## config.mk

```make
export PLATFORM = sky130hd
export DESIGN_NAME = tcp_hdr_streamer
export DESIGN_NICKNAME = d
export VERILOG_FILES = /design/src/rtl/toe_pkg.sv /design/src/rtl/csum16_fold.sv /design/src/rtl/tcp_hdr_streamer.sv
export SDC_FILE = /design/constraint.sdc
export NUM_CORES = 1
export LEC_CHECK = 0
export CORE_UTILIZATION = 25
export DETAILED_ROUTE_END_ITERATION = 10
export SLEW_MARGIN = 15
export SYNTH_ARGS = -nofsm -noshare
export SYNTH_HDL_FRONTEND = slang
export SYNTH_SLANG_ARGS = --single-unit
export TNS_END_PERCENT = 10
```

## constraint.sdc

```tcl
create_clock -name clk -period 3.3 [get_ports clk]
set_input_delay 0.825 -clock clk [delete_from_list [all_inputs] [get_ports clk]]
set_output_delay 0.825 -clock clk [all_outputs]
set_load 0.03 [all_outputs]
```

## src/rtl/toe_pkg.sv

```systemverilog
// toe_pkg: shared constants and types for the TCP header streamer.
//   ETH_TYPE_IPV4 / IP_PROTO_TCP : protocol constants placed in the header
//   HDR_BYTES / HDR_WORDS        : header size in bytes and in 32-bit words
//   rec_word_e                   : word offsets inside a connection record
//   state_e                      : streamer FSM states
package toe_pkg;

  localparam logic [15:0] ETH_TYPE_IPV4 = 16'h0800;
  localparam logic [7:0]  IP_PROTO_TCP  = 8'h06;
  localparam int          HDR_BYTES     = 54;
  localparam int          HDR_WORDS     = 14;
  localparam int          REC_WORDS     = 9;

  typedef enum logic [3:0] {
    REC_CTRL       = 4'd0,  // {valid, rsvd, window}
    REC_SEQ        = 4'd1,
    REC_ACK        = 4'd2,
    REC_IP_SRC     = 4'd3,
    REC_IP_DST     = 4'd4,
    REC_MAC_SRC_HI = 4'd5,  // mac_src[47:16]
    REC_MAC_MIX    = 4'd6,  // {mac_src[15:0], mac_dst[47:32]}
    REC_MAC_DST_LO = 4'd7,  // mac_dst[31:0]
    REC_PORTS      = 4'd8   // {src_port, dst_port}
  } rec_word_e;

  typedef enum logic [2:0] {
    ST_IDLE,
    ST_FETCH,
    ST_CHECK,
    ST_CSUM,
    ST_EMIT,
    ST_DROP
  } state_e;

endpackage

```

## src/rtl/csum16_fold.sv

```systemverilog
// csum16_fold: combinational one's-complement sum of ten 16-bit halfwords
// with end-around carry folded back into 16 bits (result is not inverted).
//   hw  in  160  halfwords, hw[159:144] first
//   sum out 16   folded one's-complement sum
module csum16_fold (
  input  logic [159:0] hw,
  output logic [15:0]  sum
);

  logic [19:0] raw;
  logic [16:0] fold1;

  always_comb begin
    raw = '0;
    for (int i = 0; i < 10; i++) begin
      raw = raw + {4'h0, hw[159 - 16*i -: 16]};
    end
  end

  // Ten halfwords carry at most 4 bits; two folds absorb every carry.
  assign fold1 = {1'b0, raw[15:0]} + {13'h0, raw[19:16]};
  assign sum   = fold1[15:0] + {15'h0, fold1[16]};

endmodule

```

## src/rtl/tcp_hdr_streamer.sv

```systemverilog
// tcp_hdr_streamer: fetches one connection record from the connection RAM,
// checks its valid bit and streams a 54-byte Ethernet/IPv4/TCP header as
// big-endian 32-bit words under valid/ready.
// Optional feature macro: TCP_HDR_IPCSUM_EN (adds a CSUM state and fills the
// IPv4 header checksum; otherwise the checksum field is sent as 0x0000).
//   clk, rst_n                       clock, async active-low reset
//   req_valid/req_ready              build request handshake
//   req_conn/req_flags/req_pay_len   connection index, TCP flags, payload bytes
//   ram_addr/ram_rdata               connection RAM read port (RAM_LAT latency)
//   hdr_data/hdr_valid/hdr_ready     header word stream, byte0 in [31:24]
//   hdr_last/hdr_nbytes              final word marker, valid bytes in word
//   drop_pulse                       request discarded (invalid record)
//   busy                             FSM not idle
module tcp_hdr_streamer
  import toe_pkg::*;
#(
  parameter int NUM_CONN   = 8,
  parameter int REC_STRIDE = 16,
  parameter int ADDR_W     = 9,
  parameter int RAM_LAT    = 1,
  parameter int IP_TTL     = 64
) (
  input  logic                        clk,
  input  logic                        rst_n,
  input  logic                        req_valid,
  output logic                        req_ready,
  input  logic [$clog2(NUM_CONN)-1:0] req_conn,
  input  logic [7:0]                  req_flags,
  input  logic [15:0]                 req_pay_len,
  output logic [ADDR_W-1:0]           ram_addr,
  input  logic [31:0]                 ram_rdata,
  output logic [31:0]                 hdr_data,
  output logic                        hdr_valid,
  input  logic                        hdr_ready,
  output logic                        hdr_last,
  output logic [2:0]                  hdr_nbytes,
  output logic                        drop_pulse,
  output logic                        busy
);

  localparam int         CONN_W      = $clog2(NUM_CONN);
  localparam int         HDR_BITS    = HDR_WORDS * 32;
  localparam logic [2:0] LAST_NBYTES = 3'(HDR_BYTES - 4*(HDR_WORDS-1));
  localparam logic [3:0] LAST_WIDX   = 4'(HDR_WORDS - 1);
  localparam logic [3:0] LAST_REC    = 4'(REC_WORDS - 1);
  localparam logic [3:0] FETCH_END   = 4'(REC_WORDS - 1 + RAM_LAT);

  state_e              state;
  logic [3:0]          cyc;
  logic [3:0]          widx;
  logic [3:0]          cap_idx;
  logic [31:0]         rec [REC_WORDS];
  logic [CONN_W-1:0]   conn_q;
  logic [7:0]          flags_q;
  logic [15:0]         pay_len_q;
  logic [15:0]         ip_id;
  logic [15:0]         total_len;
  logic [15:0]         csum_field;
  logic [ADDR_W-1:0]   base_addr;
  logic [47:0]         mac_dst;
  logic [47:0]         mac_src;
  logic [HDR_BITS-1:0] hdr_vec;
  logic [31:0]         hdr_words [HDR_WORDS];
  logic                rec_bad;

  assign base_addr = ADDR_W'(int'(req_conn) * REC_STRIDE);
  assign cap_idx   = cyc - 4'(RAM_LAT);
  assign total_len = pay_len_q + 16'd40;
  assign mac_dst   = {rec[REC_MAC_MIX][15:0], rec[REC_MAC_DST_LO]};
  assign mac_src   = {rec[REC_MAC_SRC_HI], rec[REC_MAC_MIX][31:16]};
  assign rec_bad   = !rec[REC_CTRL][31] ||
                     ({1'b0, conn_q} >= (CONN_W+1)'(NUM_CONN));

`ifdef TCP_HDR_IPCSUM_EN
  logic [15:0] csum_q;
  logic [15:0] csum_sum;

  // Checksum field is taken as zero while summing.
  csum16_fold u_csum (
    .hw  ({16'h4500, total_len, ip_id, 16'h4000, 8'(IP_TTL), IP_PROTO_TCP,
           16'h0000, rec[REC_IP_SRC], rec[REC_IP_DST]}),
    .sum (csum_sum)
  );
  assign csum_field = csum_q;
`else
  assign csum_field = 16'h0000;
`endif

  // Last two bytes of the final word are padding.
  assign hdr_vec = {mac_dst, mac_src, ETH_TYPE_IPV4,
                    8'h45, 8'h00, total_len, ip_id, 16'h4000,
                    8'(IP_TTL), IP_PROTO_TCP, csum_field,
                    rec[REC_IP_SRC], rec[REC_IP_DST],
                    rec[REC_PORTS], rec[REC_SEQ], rec[REC_ACK],
                    8'h50, flags_q, rec[REC_CTRL][15:0], 16'h0000, 16'h0000,
                    16'h0000};

  always_comb begin
    for (int i = 0; i < HDR_WORDS; i++) begin
      hdr_words[i] = hdr_vec[HDR_BITS - 1 - 32*i -: 32];
    end
  end

  always_ff @(posedge clk or negedge rst_n) begin
    if (!rst_n) begin
      state      <= ST_IDLE;
      cyc        <= '0;
      widx       <= '0;
      conn_q     <= '0;
      flags_q    <= '0;
      pay_len_q  <= '0;
      ip_id      <= '0;
      ram_addr   <= '0;
      hdr_data   <= '0;
      hdr_valid  <= 1'b0;
      hdr_last   <= 1'b0;
      hdr_nbytes <= '0;
      drop_pulse <= 1'b0;
      busy       <= 1'b0;
      req_ready  <= 1'b1;
      for (int i = 0; i < REC_WORDS; i++) rec[i] <= '0;
`ifdef TCP_HDR_IPCSUM_EN
      csum_q     <= '0;
`endif
    end else begin
      case (state)
        ST_IDLE: begin
          if (req_valid) begin
            conn_q    <= req_conn;
            flags_q   <= req_flags;
            pay_len_q <= req_pay_len;
            ram_addr  <= base_addr;
            cyc       <= '0;
            req_ready <= 1'b0;
            busy      <= 1'b1;
            state     <= ST_FETCH;
          end
        end

        // Address for word k goes out when cyc==k; its data returns RAM_LAT
        // cycles later, so capture index trails cyc by RAM_LAT.
        ST_FETCH: begin
          cyc <= cyc + 4'd1;
          if (cyc < LAST_REC) ram_addr <= ram_addr + ADDR_W'(1);
          if (cyc >= 4'(RAM_LAT)) rec[cap_idx] <= ram_rdata;
          if (cyc == FETCH_END) state <= ST_CHECK;
        end

        ST_CHECK: begin
          if (rec_bad) begin
            drop_pulse <= 1'b1;
            state      <= ST_DROP;
          end else begin
`ifdef TCP_HDR_IPCSUM_EN
            state      <= ST_CSUM;
`else
            hdr_data   <= hdr_words[0];
            hdr_valid  <= 1'b1;
            hdr_last   <= 1'b0;
            hdr_nbytes <= 3'd4;
            widx       <= '0;
            state      <= ST_EMIT;
`endif
          end
        end

        ST_CSUM: begin
`ifdef TCP_HDR_IPCSUM_EN
          csum_q     <= ~csum_sum;
`endif
          // Word 0 is MAC-only, so it does not depend on the checksum.
          hdr_data   <= hdr_words[0];
          hdr_valid  <= 1'b1;
          hdr_last   <= 1'b0;
          hdr_nbytes <= 3'd4;
          widx       <= '0;
          state      <= ST_EMIT;
        end

        ST_EMIT: begin
          if (hdr_ready) begin
            if (widx == LAST_WIDX) begin
              hdr_data   <= '0;
              hdr_valid  <= 1'b0;
              hdr_last   <= 1'b0;
              hdr_nbytes <= '0;
              ip_id      <= ip_id + 16'd1;
              req_ready  <= 1'b1;
              busy       <= 1'b0;
              state      <= ST_IDLE;
            end else begin
              widx       <= widx + 4'd1;
              hdr_data   <= hdr_words[widx + 4'd1];
              hdr_last   <= (widx + 4'd1 == LAST_WIDX);
              hdr_nbytes <= (widx + 4'd1 == LAST_WIDX) ? LAST_NBYTES : 3'd4;
            end
          end
        end

        ST_DROP: begin
          drop_pulse <= 1'b0;
          req_ready  <= 1'b1;
          busy       <= 1'b0;
          state      <= ST_IDLE;
        end

        default: state <= ST_IDLE;
      endcase
    end
  end

endmodule

```

# Word level (Yosys, flattened, before mapping)
# Index checks and enable logic that the tools add are counted.
# word_totals
out_inout_bits,49
reg_bits,388
inputBits,63
elab_cells,115
# classes
order_cmp,5
n_bitwise,2
eq_ne,16
addsub,6
n_mux,46
reduce_logical,17
# op_table
cell,count
288-bit bitwise mux,1
32-bit two-way mux,6
32-bit binary-select mux with 4-bit select,1
32-bit demux with 4-bit select,1
32-bit case mux with 3 select lines,1
3-bit two-way mux,8
9-bit two-way mux,2
9-bit case mux with 2 select lines,1
16-bit by 1-bit adder with 16-bit output (second input constant),1
16-bit by 6-bit adder with 16-bit output (second input constant),1
4-bit two-way mux,4
2-bit != test (second input constant),8
4-bit AND reduction,4
3-bit case mux with 5 select lines,1
4-bit == test (second input constant),3
1-bit two-way mux,12
1-bit case mux with 3 select lines,4
4-bit case mux with 3 select lines,1
5-bit greater-or-equal comparator (second input constant),2
4-bit inverter with 5-bit output,2
9-bit by 1-bit adder with 9-bit output (second input constant),1
3-bit case mux with 3 select lines,1
3-bit AND reduction,3
4-bit by 1-bit adder with 4-bit output (second input constant),2
other kinds (14),21

# Depth between registers and ports, before layout
# Gate-level depths: netlist of the first run.
# depth
depth_word,8
ltp_mapped,13

# Worst setup path after synthesis of the first run
# No wires, ideal clock.
# synth_path
kind,register to register
startpoint,register widx[0]
endpoint,register hdr_data[0]
path_buffers,6
arrival_ns,2.561
synth_period_minus_slack_ns,2.694
path_stages_with_launch,12
setup_time_ns,0.133
setup_slack_ns,0.606
cell_sequence,dfrtp_1 buf_4 buf_6 buf_2 inv_1 ha_1 buf_2 buf_2 clkbuf_1 mux4_2 a32oi_1 o21ai_0
# synth_via
elab_chain_len,8
# synth_lines
item,line,source
from (decl),tcp_hdr_streamer.sv:50,logic [3:0] widx;
from (signal assigned),tcp_hdr_streamer.sv:192,widx <= widx + 4'd1;
4-bit by 1-bit adder with 4-bit output,tcp_hdr_streamer.sv:193,hdr_data <= hdr_words[widx + 4'd1];
4-bit inverter with 5-bit output (implied by the code),tcp_hdr_streamer.sv:193,
32-bit binary-select mux with 4-bit select,tcp_hdr_streamer.sv:193,
32-bit two-way mux (implied by the code) (2 in a row),tcp_hdr_streamer.sv:193,
32-bit two-way mux *,tcp_hdr_streamer.sv:182,if (widx == LAST_WIDX) begin
32-bit two-way mux *,tcp_hdr_streamer.sv:181,if (hdr_ready) begin
32-bit case mux with 3 select lines *,tcp_hdr_streamer.sv:126,case (state)
to (signal assigned),tcp_hdr_streamer.sv:157,hdr_data <= hdr_words[0];
to (signal assigned),tcp_hdr_streamer.sv:172,hdr_data <= hdr_words[0];
to (signal assigned),tcp_hdr_streamer.sv:193,
to (decl),tcp_hdr_streamer.sv:32,"output logic [31:0] hdr_data,"
# Mark *: on every way between the ends. The rest lies on a longest branch, timed or not. The select of a mux whose other input is x is not followed.
# A chain may end at the register's enable or synchronous reset.

# Final worst setup path of the first run
# layout_path
startpoint,register cyc[0]
endpoint,"register rec, in the netlist hdr_vec[422]"
# layout_via
elab_chain_len,7
# layout_lines
item,line,source
from (decl),tcp_hdr_streamer.sv:49,logic [3:0] cyc;
from (signal assigned),tcp_hdr_streamer.sv:143,cyc <= cyc + 4'd1;
4-bit by 1-bit subtractor with 4-bit output,tcp_hdr_streamer.sv:67,assign cap_idx = cyc - 4'(RAM_LAT);
4-bit inverter with 5-bit output (implied by the code),tcp_hdr_streamer.sv:145,if (cyc >= 4'(RAM_LAT)) rec[cap_idx] <= ram_rdata;
5-bit greater-or-equal comparator (implied by the code) or 5-bit by 1-bit less-than comparator with 1-bit output (tied branches),tcp_hdr_streamer.sv:145,
1-bit logical AND (implied by the code),tcp_hdr_streamer.sv:145,
32-bit two-way mux (implied by the code),tcp_hdr_streamer.sv:145,
32-bit demux with 4-bit select,tcp_hdr_streamer.sv:145,
288-bit bitwise mux,tcp_hdr_streamer.sv:145,
"to (signal, indexed assignment)",tcp_hdr_streamer.sv:145,
to (decl),tcp_hdr_streamer.sv:52,logic [31:0] rec [REC_WORDS];
# Parallel ways exist; a longest one is shown, timed or not.

==> PnR_summary.wiki, run 1 <==
{| class="wikitable"
! Metric !! Value
|-
| Root buffer cell || sky130_fd_sc_hd__clkbuf_16
|-
| Part of the power in the clock network || 0.227
|-
| Required time of the critical path || 3.72 ns
|-
| Largest cells by area after synthesis || sky130_fd_sc_hd__dfrtp_1 50%, sky130_fd_sc_hd__mux2_4 9.1%, sky130_fd_sc_hd__mux2_2 6.4%, sky130_fd_sc_hd__mux2_1 5.2%, sky130_fd_sc_hd__nand2_1 3.1%
|-
| Post-synthesis net count || 1511
|-
| RSZ-0062 raised after global routing || false
|-
| Area of the core region || 73000 sq um
|-
| Iteration count of the initial detailed-routing pass || 5
|-
| Launching element type of the critical path || flip-flop
|-
| Setup Viol. Count Final || 0
|-
| Worst Path Arrival || between 3 and 4 ns
|-
| Buf/Inv on CP || 2
|-
| Switching fraction of total power || 0.334
|-
| Slowest stage cell on the critical path || sky130_fd_sc_hd__dfrtp_1
|-
| Number of standard cells in the layout, taps in and fillers out || 2534
|-
| Gates resized, CTS repair || 0
|-
| Accumulated negative setup slack || 0 ns
|-
| Buffer levels on the longest clock path || 3
|-
| Final period util || 0.842
|-
| Sequential power share || 0.407
|-
| Count of flip-flops with a built-in enable after synthesis || 0
|-
| Switching power summed over all nets || 6.56 mW
|-
| Critical path peak fanout || 14
|-
| Die height || 273 um
|-
| Transition time of the tightest slew-check pin || 1.10 ns
|-
| Overflow after GRT || 0
|-
| Placement row count || 99
|-
| Count of hold buffers inserted by post-cts repair || 0
|-
| Via count of the first global-routing pass || 12900
|-
| Most crowded layer after global routing || met2
|-
| Clk sinks || between 300 and 400
|-
| Max rail drop VDD || 0.000349 V
|-
| Layout cells sized above 1 || 0.253
|-
| Warning count from the yosys run || 0
|-
| First-pass GRT wire length || 81.2 mm
|-
| Wire length after detailed routing || 52.3 mm
|-
| Area share of the largest cell type after synthesis || 0.503
|-
| Leakage power || between 9 and 10 nW
|-
| Met3 usage || 0.0272
|-
| Gr usage total || 0.141
|-
| Largest net degree at the start of global routing || 89
|-
| Cells after synthesis || ~1400
|-
| Mean area per synthesized cell || 12.8 sq um
|-
| # nets final || 1619
|-
| Fill cells || 7201
|-
| Unique masters post-synth || 78
|-
| Minimum period implied by the final worst setup slack || 2.78 ns
|-
| Remaining antenna violation count after routing || 0
|-
| Total count of hold-check failures in the final report || 0
|-
| List of cells traversed by the critical path || inv_1 > ha_1 > nor3_1 > a31oi_4 > nor2_8 > buf_4 > mux2_4
|-
| Share of synthesized area occupied by flip-flops and latches || 0.504
|-
| Area overhead of the layout relative to synthesis || 19.3%
|-
| Port Buf Inserts || between 100 and 150
|-
| Maximum level of the CTS H-tree || 2
|-
| Iteration-0 DRC Markers || 1119
|-
| Critical Path Sink Type || flip-flop
|-
| Via count normalized by instance count || just under 5
|-
| Number of ports placed on the die boundary || 112
|-
| Synthesized cell area || 18400 sq um
|-
| Detailed-placement wirelength estimate || 34.2 mm
|-
| CTS tree || built
|-
| Most area-hungry cell type in the Yosys netlist || sky130_fd_sc_hd__dfrtp_1
|-
| Number of antenna violations at the first check in global routing || 3
|-
| Longest individual stage delay on the worst path || 0.54 ns
|-
| Type of the most critical hold path || primary input to asynchronous set/reset pin
|-
| Async set-reset flop share out of synthesis || 1.00
|-
| DIE WIDTH || 273 um
|-
| Worst relative slew slack || 0.262
|-
| Maximum clock frequency || 360 MHz
|-
| Worst clock skew on the final layout || 0.0364 ns
|-
| Later-pin clock latency in the skew report || approximately 0.57 ns
|-
| Placed cell count || around 2500
|-
| GR Layer Usage met1 || 0.192
|-
| Gate family responsible for the most delay along the worst path || simple AND/OR/NAND/NOR gates
|-
| Average wire length per cell after detail routing || 20.6 um
|-
| Final GP Congestion || 0.799
|-
| Post-CTS Setup Repair Bufs || 0
|-
| Result of the run || finished clean
|-
| Max capacitance violation total || 0
|-
| Met2 demand-to-capacity share in global routing || 0.222
|-
| Clock buffers created by TritonCTS || 40
|-
| DRC violations left || 0
|-
| Critical path class || flip-flop to flip-flop
|-
| Final count of pins violating max slew || 0
|-
| Cell internal power dissipation || 13.1 mW
|-
| Via count || 12200
|-
| Core utilization of the finished layout || 0.301
|-
| FF+latch count, synth || 371
|-
| Clock input transition at the sequential cells of the worst setup and hold paths || 0.07 ns
|-
| Starting utilization of the core area || 0.253
|-
| Commonest register cell after synthesis || sky130_fd_sc_hd__dfrtp_1
|-
| Comb power frac || 0.365
|-
| Total die area || 74800 sq um
|-
| Power density of the placed cells || 893 nW/um^2
|}
[path summary, 6_finish.rpt]
path | from | end | slack, ns | depth (start not counted)
worst min register to register | flags_q[2] | flags_q[2] | 0.47 | 2
min in group clk | flags_q[2] | flags_q[2] | 0.47 | 2
worst max register to register | cyc[0] | hdr_vec[422] | 0.52 | 7
worst max-delay path | cyc[0] | hdr_vec[422] | 0.52 | 7
worst min-delay path | rst_n | hdr_vec[367] | 0.23 | 1
max in group asynchronous | rst_n | hdr_vec[235] | 2.19 | 2
[registers in the layout, indices dropped and copies added (netlist names), 2 cells and up]
name	cells
hdr_vec	272
hdr_data	32
state	3
cyc	4
pay_len_q	16
hdr_nbytes	2
widx	4
flags_q	8
ip_id	16
ram_addr	9
[Yosys cell counts (10+ instances only)]
library cell                 n
sky130_fd_sc_hd__a21oi_1    49
sky130_fd_sc_hd__a221o_1    10
sky130_fd_sc_hd__a32oi_1    17
sky130_fd_sc_hd__and3_1     27
sky130_fd_sc_hd__buf_2      23
sky130_fd_sc_hd__buf_4      16
sky130_fd_sc_hd__buf_6      20
sky130_fd_sc_hd__clkbuf_1   30
sky130_fd_sc_hd__dfrtp_1   370
sky130_fd_sc_hd__ha_1       13
sky130_fd_sc_hd__inv_1      11
sky130_fd_sc_hd__mux2_1     85
sky130_fd_sc_hd__mux2_2    104
sky130_fd_sc_hd__mux2_4    112
sky130_fd_sc_hd__mux2i_1    45
sky130_fd_sc_hd__mux4_2     25
sky130_fd_sc_hd__nand2_1   153
sky130_fd_sc_hd__nand3_1    27
sky130_fd_sc_hd__nor2_1     41
sky130_fd_sc_hd__o211ai_1   18
sky130_fd_sc_hd__o21ai_0    61
sky130_fd_sc_hd__xnor2_1    17
sky130_fd_sc_hd__xor2_1     14
[logic make-up after synthesis]
group	Yosys count	synth area share
DFF	371	0.504
other	1	0.000204
muxes	371	0.262
adders and majority gates	13	0.00883
buffers and inverters	110	0.0407
xor gates and xnor gates	33	0.0165
and+or+nand+nor	313	0.0869
AOI/OAI and AO/OA	223	0.0811
[cells in the final DEF (no fill, tap or decap), types with 8 or more instances in the layout]
cell type	netlist	routed
sky130_fd_sc_hd__mux2i_1	45	45
sky130_fd_sc_hd__xnor2_1	17	16
sky130_fd_sc_hd__nand2_1	153	153
sky130_fd_sc_hd__clkbuf_16	0	40
sky130_fd_sc_hd__and3_1	27	27
sky130_fd_sc_hd__mux2_1	85	85
sky130_fd_sc_hd__inv_1	11	11
sky130_fd_sc_hd__buf_12	6	14
sky130_fd_sc_hd__mux2_2	104	104
sky130_fd_sc_hd__nor2_1	41	41
sky130_fd_sc_hd__o211ai_1	18	18
sky130_fd_sc_hd__o22ai_1	8	8
sky130_fd_sc_hd__mux2_4	112	112
sky130_fd_sc_hd__a21oi_1	49	49
sky130_fd_sc_hd__mux4_2	25	25
sky130_fd_sc_hd__clkbuf_1	30	8
sky130_fd_sc_hd__dfrtp_1	370	369
sky130_fd_sc_hd__xor2_1	14	12
sky130_fd_sc_hd__ha_1	13	12
sky130_fd_sc_hd__nand3_1	27	27
sky130_fd_sc_hd__clkbuf_8	0	10
sky130_fd_sc_hd__o2bb2ai_1	8	8
sky130_fd_sc_hd__clkdlybuf4s50_1	0	109
sky130_fd_sc_hd__a221o_1	10	10
sky130_fd_sc_hd__a32oi_1	17	17
sky130_fd_sc_hd__buf_4	16	41
sky130_fd_sc_hd__clkinv_2	0	10
sky130_fd_sc_hd__o21ai_0	61	61
[worst register-to-register path, delay by kind of cell, from the launching register on]
family	cells	cell delay (ns)
flip-flops	1	0.54
buffers and inverters	2	0.47
AO/OA/AOI/OAI	1	0.16
multiplexers	1	0.33
adder cells (fa/ha/maj)	1	0.32
AND/OR/NAND/NOR	2	0.84
[layout make-up]
class                      instances  area [sq um]  area share
clock buffer                      58          1170      0.0532
timing repair buffer             165          1690      0.0771
clock inverter                    15           138     0.00626
sequential                       371          9290       0.423
inverter                          11          41.3     0.00188
antenna                            1          2.50    0.000114
tap                              959          1200      0.0546
multi-input combinational        954          8450       0.384
[layer usage]
layer  up-vias  share of wire  wire length (um)
li1       5405              -                 -
met1      6416           0.46             23800
met2       305           0.46             24300
met3        87          0.052              2730
met4         4          0.028              1440
met5         -        0.00046                24
[stage by stage]
stage | hold WS (ns) | setup slack, ns | power (mW) | instance area [sq um]
2_1_floorplan | 0.440 | 0.606 | 13.1 | 18400
3_3_place_gp | 0.460 | 0.442 | 15.0 | 20700
3_5_place_dp | 0.457 | 0.366 | 15.3 | 20700
4_1_cts | 0.224 | 0.504 | 19.8 | 22000
5_1_grt | 0.248 | 0.373 | 20.8 | 22000
6_report | 0.229 | 0.522 | 19.6 | 22000
[power groups by stage]
stage | Sequential (mW) | Combinational [mW] | Clock, mW
final | 8.00 | 7.18 | 4.46
after detailed placement | 8.06 | 7.24 | 0
after CTS | 8.00 | 7.27 | 4.56
after floorplan | 8.04 | 5.04 | 0
after global routing | 8.27 | 7.75 | 4.74
after global placement | 7.94 | 7.04 | 0
No activity file was read; power rests on OpenSTA's default activity.
==> run 2: changes to the inputs <==
Clock period 3.3 ns to 2.9 ns, I/O delays scaled along.
==> PnR_summary.wiki, run 2 (synthesis results as in run 1) <==
{| class="wikitable"
! Metric !! Value
|-
| Maximum level of the CTS H-tree || 2 (unchanged)
|-
| Minimum period implied by the final worst setup slack || 2.57 ns (-0.207 ns)
|-
| Max capacitance violation total || 0 (unchanged)
|-
| Port Buf Inserts || 110 (unchanged)
|-
| Overflow after GRT || 0 (unchanged)
|-
| Total die area || 74800 sq um (unchanged)
|-
| Most common cell after layout, fill and taps aside || sky130_fd_sc_hd__dfrtp_1
|-
| Final GP Congestion || 0.784 (-1.9%)
|-
| Sequential power share || 0.402 (-0.005)
|-
| Average wire length per cell after detail routing || 20.3 um (-1.8%)
|-
| Total count of hold-check failures in the final report || 0 (unchanged)
|-
| DRC violations left || 0 (unchanged)
|-
| Worst Reg-to-Reg Cells || 7 (unchanged)
|-
| Pre-CTS setup slack || 0.0707 ns (-0.295 ns)
|-
| First-pass GRT wire length || 79.8 mm (-1.7%)
|-
| Critical path peak fanout || 11 (-3)
|-
| Transition time of the tightest slew-check pin || 0.967 ns (-0.136 ns)
|-
| DIE WIDTH || 273 um (unchanged)
|-
| Via count of the first global-routing pass || 12700 (-1.9%)
|-
| Area of the core region || 73000 sq um (unchanged)
|-
| Clk sinks || 371 (unchanged)
|-
| Clock buffers created by TritonCTS || 38 (-5.0%)
|-
| Number of antenna violations at the first check in global routing || 1 (-2)
|-
| CTS tree || built
|-
| Setup Viol. Count Final || 0 (unchanged)
|-
| Slowest stage cell on the critical path || sky130_fd_sc_hd__dfrtp_1
|-
| Worst Path Arrival || 3.01 ns (-0.19 ns)
|-
| Via count || 12100 (-1.4%)
|-
| Switching fraction of total power || 0.325 (-0.00892)
|-
| Buf/Inv on CP || 2 (unchanged)
|-
| Switching power summed over all nets || 7.28 mW (+11%)
|-
| Iteration count of the initial detailed-routing pass || 5 (unchanged)
|-
| Accumulated negative setup slack || 0 ns (unchanged)
|-
| Worst relative slew slack || 0.353 (+0.0910)
|-
| Launching element type of the critical path || flip-flop
|-
| Wire length after detailed routing || 51.5 mm (-1.5%)
|-
| Later-pin clock latency in the skew report || 0.55 ns (-0.02 ns)
|-
| Least setup slack across all paths after layout || 0.329 ns (-0.193 ns)
|-
| Gr usage total || 0.138 (-0.00244)
|-
| Gate family responsible for the most delay along the worst path || simple AND/OR/NAND/NOR gates
|-
| Iteration-0 DRC Markers || 839 (-25%)
|-
| RSZ-0062 raised after global routing || false
|-
| Required time of the critical path || 3.34 ns (-0.38 ns)
|-
| Critical path class || flip-flop to flip-flop
|-
| Post-CTS Setup Repair Bufs || 0 (unchanged)
|-
| List of cells traversed by the critical path || inv_1 > ha_1 > nor3b_1 > a21oi_4 > nor2_8 > buf_4 > mux2_2
|-
| Largest net degree at the start of global routing || 80 (-10%)
|-
| Comb power frac || 0.362 (-0.003)
|-
| Worst clock skew on the final layout || 0.0183 ns (-0.0181 ns)
|-
| Part of the power in the clock network || 0.235 (+0.008)
|-
| Area overhead of the layout relative to synthesis || 20.5%
|-
| Setup slack on the worst flop-to-flop path || 0.33 ns (-0.19 ns)
|-
| Clock input transition at the sequential cells of the worst setup and hold paths || 0.06 ns (about the same)
|-
| Via count normalized by instance count || 4.74 (-1.7%)
|-
| Cell internal power dissipation || 15.1 mW (+15%)
|-
| Startpoint of the most critical register-to-register path || cyc[1]
|-
| Critical Path Sink Type || flip-flop
|-
| Maximum clock frequency || 389 MHz (+8.1%)
|-
| Layout cells sized above 1 || 0.258 (+0.00441)
|-
| Fill cells || 7194 (-0.097%)
|-
| Final period util || 0.886 (+0.0447)
|-
| Leakage power || 9.29 nW (+0.99%)
|-
| # nets final || 1628 (+0.56%)
|-
| Number of flip-flops in the largest register || 272 (unchanged)
|-
| Top library cells by usage in the layout, fill and taps aside || 369 x sky130_fd_sc_hd__dfrtp_1, 153 x sky130_fd_sc_hd__nand2_1, 112 x sky130_fd_sc_hd__mux2_4
|-
| Remaining antenna violation count after routing || 0 (unchanged)
|-
| Longest individual stage delay on the worst path || 0.48 ns (-0.06 ns)
|-
| Count of hold buffers inserted by post-cts repair || 0 (unchanged)
|-
| Root buffer cell || sky130_fd_sc_hd__clkbuf_16
|-
| Reg-to-reg endpoint || hdr_vec[134]
|-
| Starting utilization of the core area || 0.253 (unchanged)
|-
| Die height || 273 um (unchanged)
|-
| Max rail drop VDD || 0.000397 V (+14%)
|-
| Buffer levels on the longest clock path || 3 (unchanged)
|-
| Final count of pins violating max slew || 0 (unchanged)
|-
| Type of the most critical hold path || primary input to asynchronous set/reset pin
|-
| Power density of the placed cells || 1010 nW/um^2 (+13%)
|-
| Detailed-placement wirelength estimate || 34.1 mm (-0.15%)
|-
| Placement row count || 99 (unchanged)
|-
| Gates resized, CTS repair || 0 (unchanged)
|-
| Number of ports placed on the die boundary || 112 (unchanged)
|-
| Result of the run || finished clean
|}
[run 2: changes by cell type in the layout (fill, tap and decap cells not counted), moves of 2 or more]
cell                        before  now
sky130_fd_sc_hd__bufinv_16       1    4
sky130_fd_sc_hd__clkbuf_8       10   13
sky130_fd_sc_hd__buf_4          41   46
sky130_fd_sc_hd__clkbuf_1        8    6
sky130_fd_sc_hd__buf_12         14   20
sky130_fd_sc_hd__clkinv_2       10    5
[run 2: worst register-to-register path: cells and delay by family (launching register included)]
family / cells / cell delay, ns
buf+inv: 2 / 0.42
mux: 1 / 0.35
simple gates: 2 / 0.75
flops: 1 / 0.48
compound gates: 1 / 0.13
fa+ha+maj: 1 / 0.33
[run 2: area by class of cell]
type                            instances  area [sq um]  area share
Inverter                               11          41.3     0.00186
Multi-Input combinational cell        954          8450       0.381
Tap cell                              959          1200      0.0541
Timing Repair Buffer                  176          1850      0.0834
Clock inverter                         12           185     0.00834
Antenna cell                            1          2.50    0.000113
Clock buffer                           58          1180      0.0530
Sequential cell                       371          9290       0.419
[run 2: power by group through the flow]
| stage | clock (mW) | combinational (mW) | sequential [mW] |
|---|---|---|---|
| floorplan | 0 | 5.73 | 9.15 |
| global placement | 0 | 7.94 | 8.91 |
| detailed placement | 0 | 8.15 | 9.07 |
| CTS | 5.39 | 8.20 | 9.00 |
| global route | 5.59 | 8.76 | 9.30 |
| finish | 5.26 | 8.11 | 9.00 |
[run 2: worst max-delay path by stage]
| stage | from | end | slack, ns | cells after the start |
|---|---|---|---|---|
| global placement | hdr_ready | ip_id[15] | 0.13 | 6 |
| global route | cyc[1] | hdr_vec[130] | 0.21 | 7 |
| CTS | cyc[1] | hdr_vec[134] | 0.31 | 7 |
| floorplan | widx[0] | hdr_data[0] | 0.21 | 11 |
| detailed placement | hdr_ready | ip_id[15] | 0.07 | 6 |
| finish | cyc[1] | hdr_vec[134] | 0.33 | 7 |
[run 2: routing by layer]
metal	routed length (um)	up-vias	global-route usage
li1	-	5419	-
met1	23300	6261	0.187
met2	24200	303	0.222
met3	2650	68	0.0264
met4	1310	0	0.0419
met5	0	-	0
[run 2: per-stage QoR]
stage	instance area, sq um	power, mW	hold slack, ns	cells	util
3_5_place_dp	20800	17.2	0.469	2471	0.286
6_report	22200	22.4	0.196	2542	0.304
2_1_floorplan	18400	14.9	0.429	1435	-
3_3_place_gp	20800	16.8	0.458	2471	0.286
5_1_grt	22200	23.6	0.235	2541	0.304
4_1_cts	22200	22.6	0.221	2541	0.304
==> run 3: changes to the inputs <==
Settings changed: CORE_UTILIZATION 25 to 55, CTS_CLUSTER_DIAMETER from default to 200, PLACE_DENSITY from default to 0.75, SYNTH_HIERARCHICAL from default to 1.
==> PnR_summary.wiki, run 3 <==
{| class="wikitable"
! Metric !! Value
|-
| Result of the run || finished clean
|-
| DRC violations left || 0 (unchanged)
|-
| Most used standard cell by instance count after synthesis || sky130_fd_sc_hd__dfrtp_1
|-
| Critical path peak fanout || 19 (+8)
|-
| Critical path class || flip-flop to flip-flop
|-
| First-pass GRT wire length || 73.3 mm (-8.2%)
|-
| Post-CTS Setup Repair Bufs || 0 (unchanged)
|-
| PnR Total Power || 22.4 mW (+0.13%)
|-
| FF+latch count, synth || 371 (unchanged)
|-
| Post-synthesis net count || 1511 (unchanged)
|-
| Port Buf Inserts || 110 (unchanged)
|-
| Iteration-0 DRC Markers || 816 (-2.7%)
|-
| Most common cell after layout, fill and taps aside || sky130_fd_sc_hd__dfrtp_1
|-
| Power density of the placed cells || 1050 nW/um^2 (+3.7%)
|-
| Pre-CTS setup slack || 0.0954 ns (+0.0247 ns)
|-
| Max capacitance violation total || 0 (unchanged)
|-
| Setup Viol. Count Final || 0 (unchanged)
|-
| Adder-cell share of the synthesized area || 0.00883 (unchanged)
|-
| Largest net degree at the start of global routing || 78 (-2.5%)
|-
| Clock buffers created by TritonCTS || 39 (+2.6%)
|-
| Worst Path Arrival || 2.99 ns (-0.02 ns)
|-
| Clock input transition at the sequential cells of the worst setup and hold paths || 0.06 ns (about the same)
|-
| Largest cells by area after synthesis || sky130_fd_sc_hd__dfrtp_1 50%, sky130_fd_sc_hd__mux2_4 9.1%, sky130_fd_sc_hd__mux2_2 6.4%, sky130_fd_sc_hd__mux2_1 5.2%, sky130_fd_sc_hd__nand2_1 3.1%
|-
| Average wire length per cell after detail routing || 22.6 um (+11%)
|-
| Gr usage total || 0.279 (+0.141)
|-
| # nets final || 1624 (-0.25%)
|-
| Placement row count || 66 (-33%)
|-
| Critical Path Sink Type || flip-flop
|-
| Layout cells sized above 1 || 0.252 (-0.00600)
|-
| Post-synthesis xor/xnor area fraction || 0.0165 (unchanged)
|-
| Most area-hungry cell type in the Yosys netlist || sky130_fd_sc_hd__dfrtp_1
|-
| Via count of the first global-routing pass || 12900 (+1.8%)
|-
| Number of flip-flops in the largest register || 272 (unchanged)
|-
| Diodes inserted || 0 (-1)
|-
| Gates resized, CTS repair || 0 (unchanged)
|-
| Via count || 12300 (+1.9%)
|-
| Die height || 185 um (-32%)
|-
| Unique masters post-synth || 78 (unchanged)
|-
| Buffer levels on the longest clock path || 3 (unchanged)
|-
| Starting utilization of the core area || 0.562 (+0.309)
|-
| Startpoint of the most critical register-to-register path || widx[0]
|-
| Count of hold buffers inserted by post-cts repair || 0 (unchanged)
|-
| Iteration count of the initial detailed-routing pass || 5 (unchanged)
|-
| Maximum level of the CTS H-tree || 2 (unchanged)
|-
| Mux cell area share after synthesis || 0.262 (unchanged)
|-
| Type of the most critical hold path || primary input to asynchronous set/reset pin
|-
| Max rail drop VDD || 0.000636 V (+60%)
|-
| Least setup slack across all paths after layout || 0.301 ns (-0.0289 ns)
|-
| Maximum clock frequency || 385 MHz (-1.1%)
|-
| Overflow after GRT || 0 (unchanged)
|-
| CTS tree || built
|-
| Root buffer cell || sky130_fd_sc_hd__clkbuf_16
|-
| Worst relative slew slack || 0.349 (-0.00426)
|-
| Launching element type of the critical path || flip-flop
|-
| Area overhead of the layout relative to synthesis || 16.3%
|-
| Top library cells by usage in the layout, fill and taps aside || 369 x sky130_fd_sc_hd__dfrtp_1, 153 x sky130_fd_sc_hd__nand2_1, 112 x sky130_fd_sc_hd__mux2_4
|-
| Minimum period implied by the final worst setup slack || 2.60 ns (+0.0289 ns)
|-
| Area share of the largest cell type after synthesis || 0.503 (unchanged)
|-
| Combinational family with the most area after synthesis || multiplexers
|-
| Simple-gate area share of the yosys netlist || 0.0869 (unchanged)
|-
| Wire length after detailed routing || 45.6 mm (-11%)
|-
| Via count normalized by instance count || 6.09 (+28%)
|-
| Detailed-placement wirelength estimate || 28.4 mm (-17%)
|-
| Timing startpoint of the critical path || widx[0]
|-
| DIE WIDTH || 185 um (-32%)
|-
| Clk sinks || 371 (unchanged)
|-
| Final GP Congestion || 0.841 (+7.4%)
|-
| Share of synthesized area occupied by flip-flops and latches || 0.504 (unchanged)
|-
| Worst clock skew on the final layout || 0.0115 ns (-0.00684 ns)
|-
| Async set-reset flop share out of synthesis || 1.00 (unchanged)
|-
| Synthesized cell area || 18400 sq um (unchanged)
|-
| Fraction of the mapped netlist area in compound gates || 0.0811 (unchanged)
|-
| Final period util || 0.896 (+0.00996)
|-
| Accumulated negative setup slack || 0 ns (unchanged)
|-
| Commonest register cell after synthesis || sky130_fd_sc_hd__dfrtp_1
|-
| Total die area || 34200 sq um (-54%)
|-
| Transition time of the tightest slew-check pin || 0.973 ns (+0.00637 ns)
|-
| Mean area per synthesized cell || 12.8 sq um (unchanged)
|-
| Count of flip-flops with a built-in enable after synthesis || 0 (unchanged)
|-
| Later-pin clock latency in the skew report || 0.53 ns (-0.02 ns)
|-
| RSZ-0062 raised after global routing || false
|-
| Number of ports placed on the die boundary || 112 (unchanged)
|-
| Final count of pins violating max slew || 0 (unchanged)
|-
| Number of antenna violations at the first check in global routing || 0 (-1)
|-
| Total count of hold-check failures in the final report || 0 (unchanged)
|-
| Leakage power || 9.24 nW (-0.61%)
|-
| Cells after synthesis || 1435 (unchanged)
|-
| Required time of the critical path || 3.29 ns (-0.05 ns)
|-
| Top post-synthesis cells by count || 370 x sky130_fd_sc_hd__dfrtp_1, 153 x sky130_fd_sc_hd__nand2_1, 112 x sky130_fd_sc_hd__mux2_4, 104 x sky130_fd_sc_hd__mux2_2, 85 x sky130_fd_sc_hd__mux2_1
|-
| Area of the core region || 32800 sq um (-55%)
|-
| Warning count from the yosys run || 6 (+6)
|-
| Remaining antenna violation count after routing || 0 (unchanged)
|}
==> run 3: cell counts after synthesis <==
No cell type changed its count.
==> run 3: final cells by class <==
class	instances	area (sq um)
clock buffer	63	1210
clock inverter	6	105
fill	2421	11400
inverter	11	41.3
multi-input combinational	954	8450
sequential	371	9290
tap	442	553
timing repair buffer	171	1780
==> run 3: worst max-delay path, cell delays in order, from the launching register on <==
cell	delay (ns)
sky130_fd_sc_hd__dfrtp_4	0.47
sky130_fd_sc_hd__inv_1	0.14
sky130_fd_sc_hd__ha_4	0.45
sky130_fd_sc_hd__buf_4	0.34
sky130_fd_sc_hd__mux4_2	0.36
sky130_fd_sc_hd__nand2_1	0.09
sky130_fd_sc_hd__nand2_1	0.09
sky130_fd_sc_hd__a221oi_1	0.39
sky130_fd_sc_hd__o31ai_1	0.13
==> run 3: path summary, 6_finish.rpt <==
path / endpoint / slack (ns) / cells after the start
worst max-delay path: hdr_data[27] / 0.30 / 8
worst min-delay path: hdr_vec[393] / 0.10 / 1
worst max register to register: hdr_data[27] / 0.30 / 8
worst min register to register: flags_q[2] / 0.47 / 2
max in group asynchronous: hdr_vec[146] / 1.83 / 2
min in group clk: flags_q[2] / 0.47 / 2
==> run 3: metrics by stage <==
| stage | instances | hold WS [ns] | utilization | instance area [sq um] |
|---|---|---|---|---|
| 2_1_floorplan | 1435 | 0.429 | - | 18400 |
| 3_3_place_gp | 1949 | 0.460 | 0.613 | 20100 |
| 3_5_place_dp | 1949 | 0.461 | 0.613 | 20100 |
| 4_1_cts | 2018 | 0.113 | 0.653 | 21400 |
| 5_1_grt | 2018 | 0.124 | 0.653 | 21400 |
| 6_report | 2018 | 0.101 | 0.653 | 21400 |
==> run 3: kinds of logic (layout without fill, tap and decap cells) <==
| family | Yosys count | in the layout |
|---|---|---|
| AO/OA/AOI/OAI | 223 | 223 |
| XOR/XNOR | 33 | 33 |
| adder cells (fa/ha/maj) | 13 | 13 |
| buffers and inverters | 110 | 251 |
| flip-flops | 371 | 371 |
| multiplexers | 371 | 371 |
| other | 1 | 1 |
| AND/OR/NAND/NOR | 313 | 313 |
==> run 3: where the power goes <==
part / internal, mW / switching, mW
registers: 7.58 / 1.51
logic: 4.44 / 3.75
clock network: 3.11 / 2.01
total: 15.1 / 7.27
==> run 3: routing by layer <==
metal  up-vias  wire length, um  global-route usage
li1       5425                -                   -
met1      6311            20400               0.404
met2       459            21100               0.431
met3        86             3200              0.0484
met4         0              966              0.0853
met5         -                0                   0
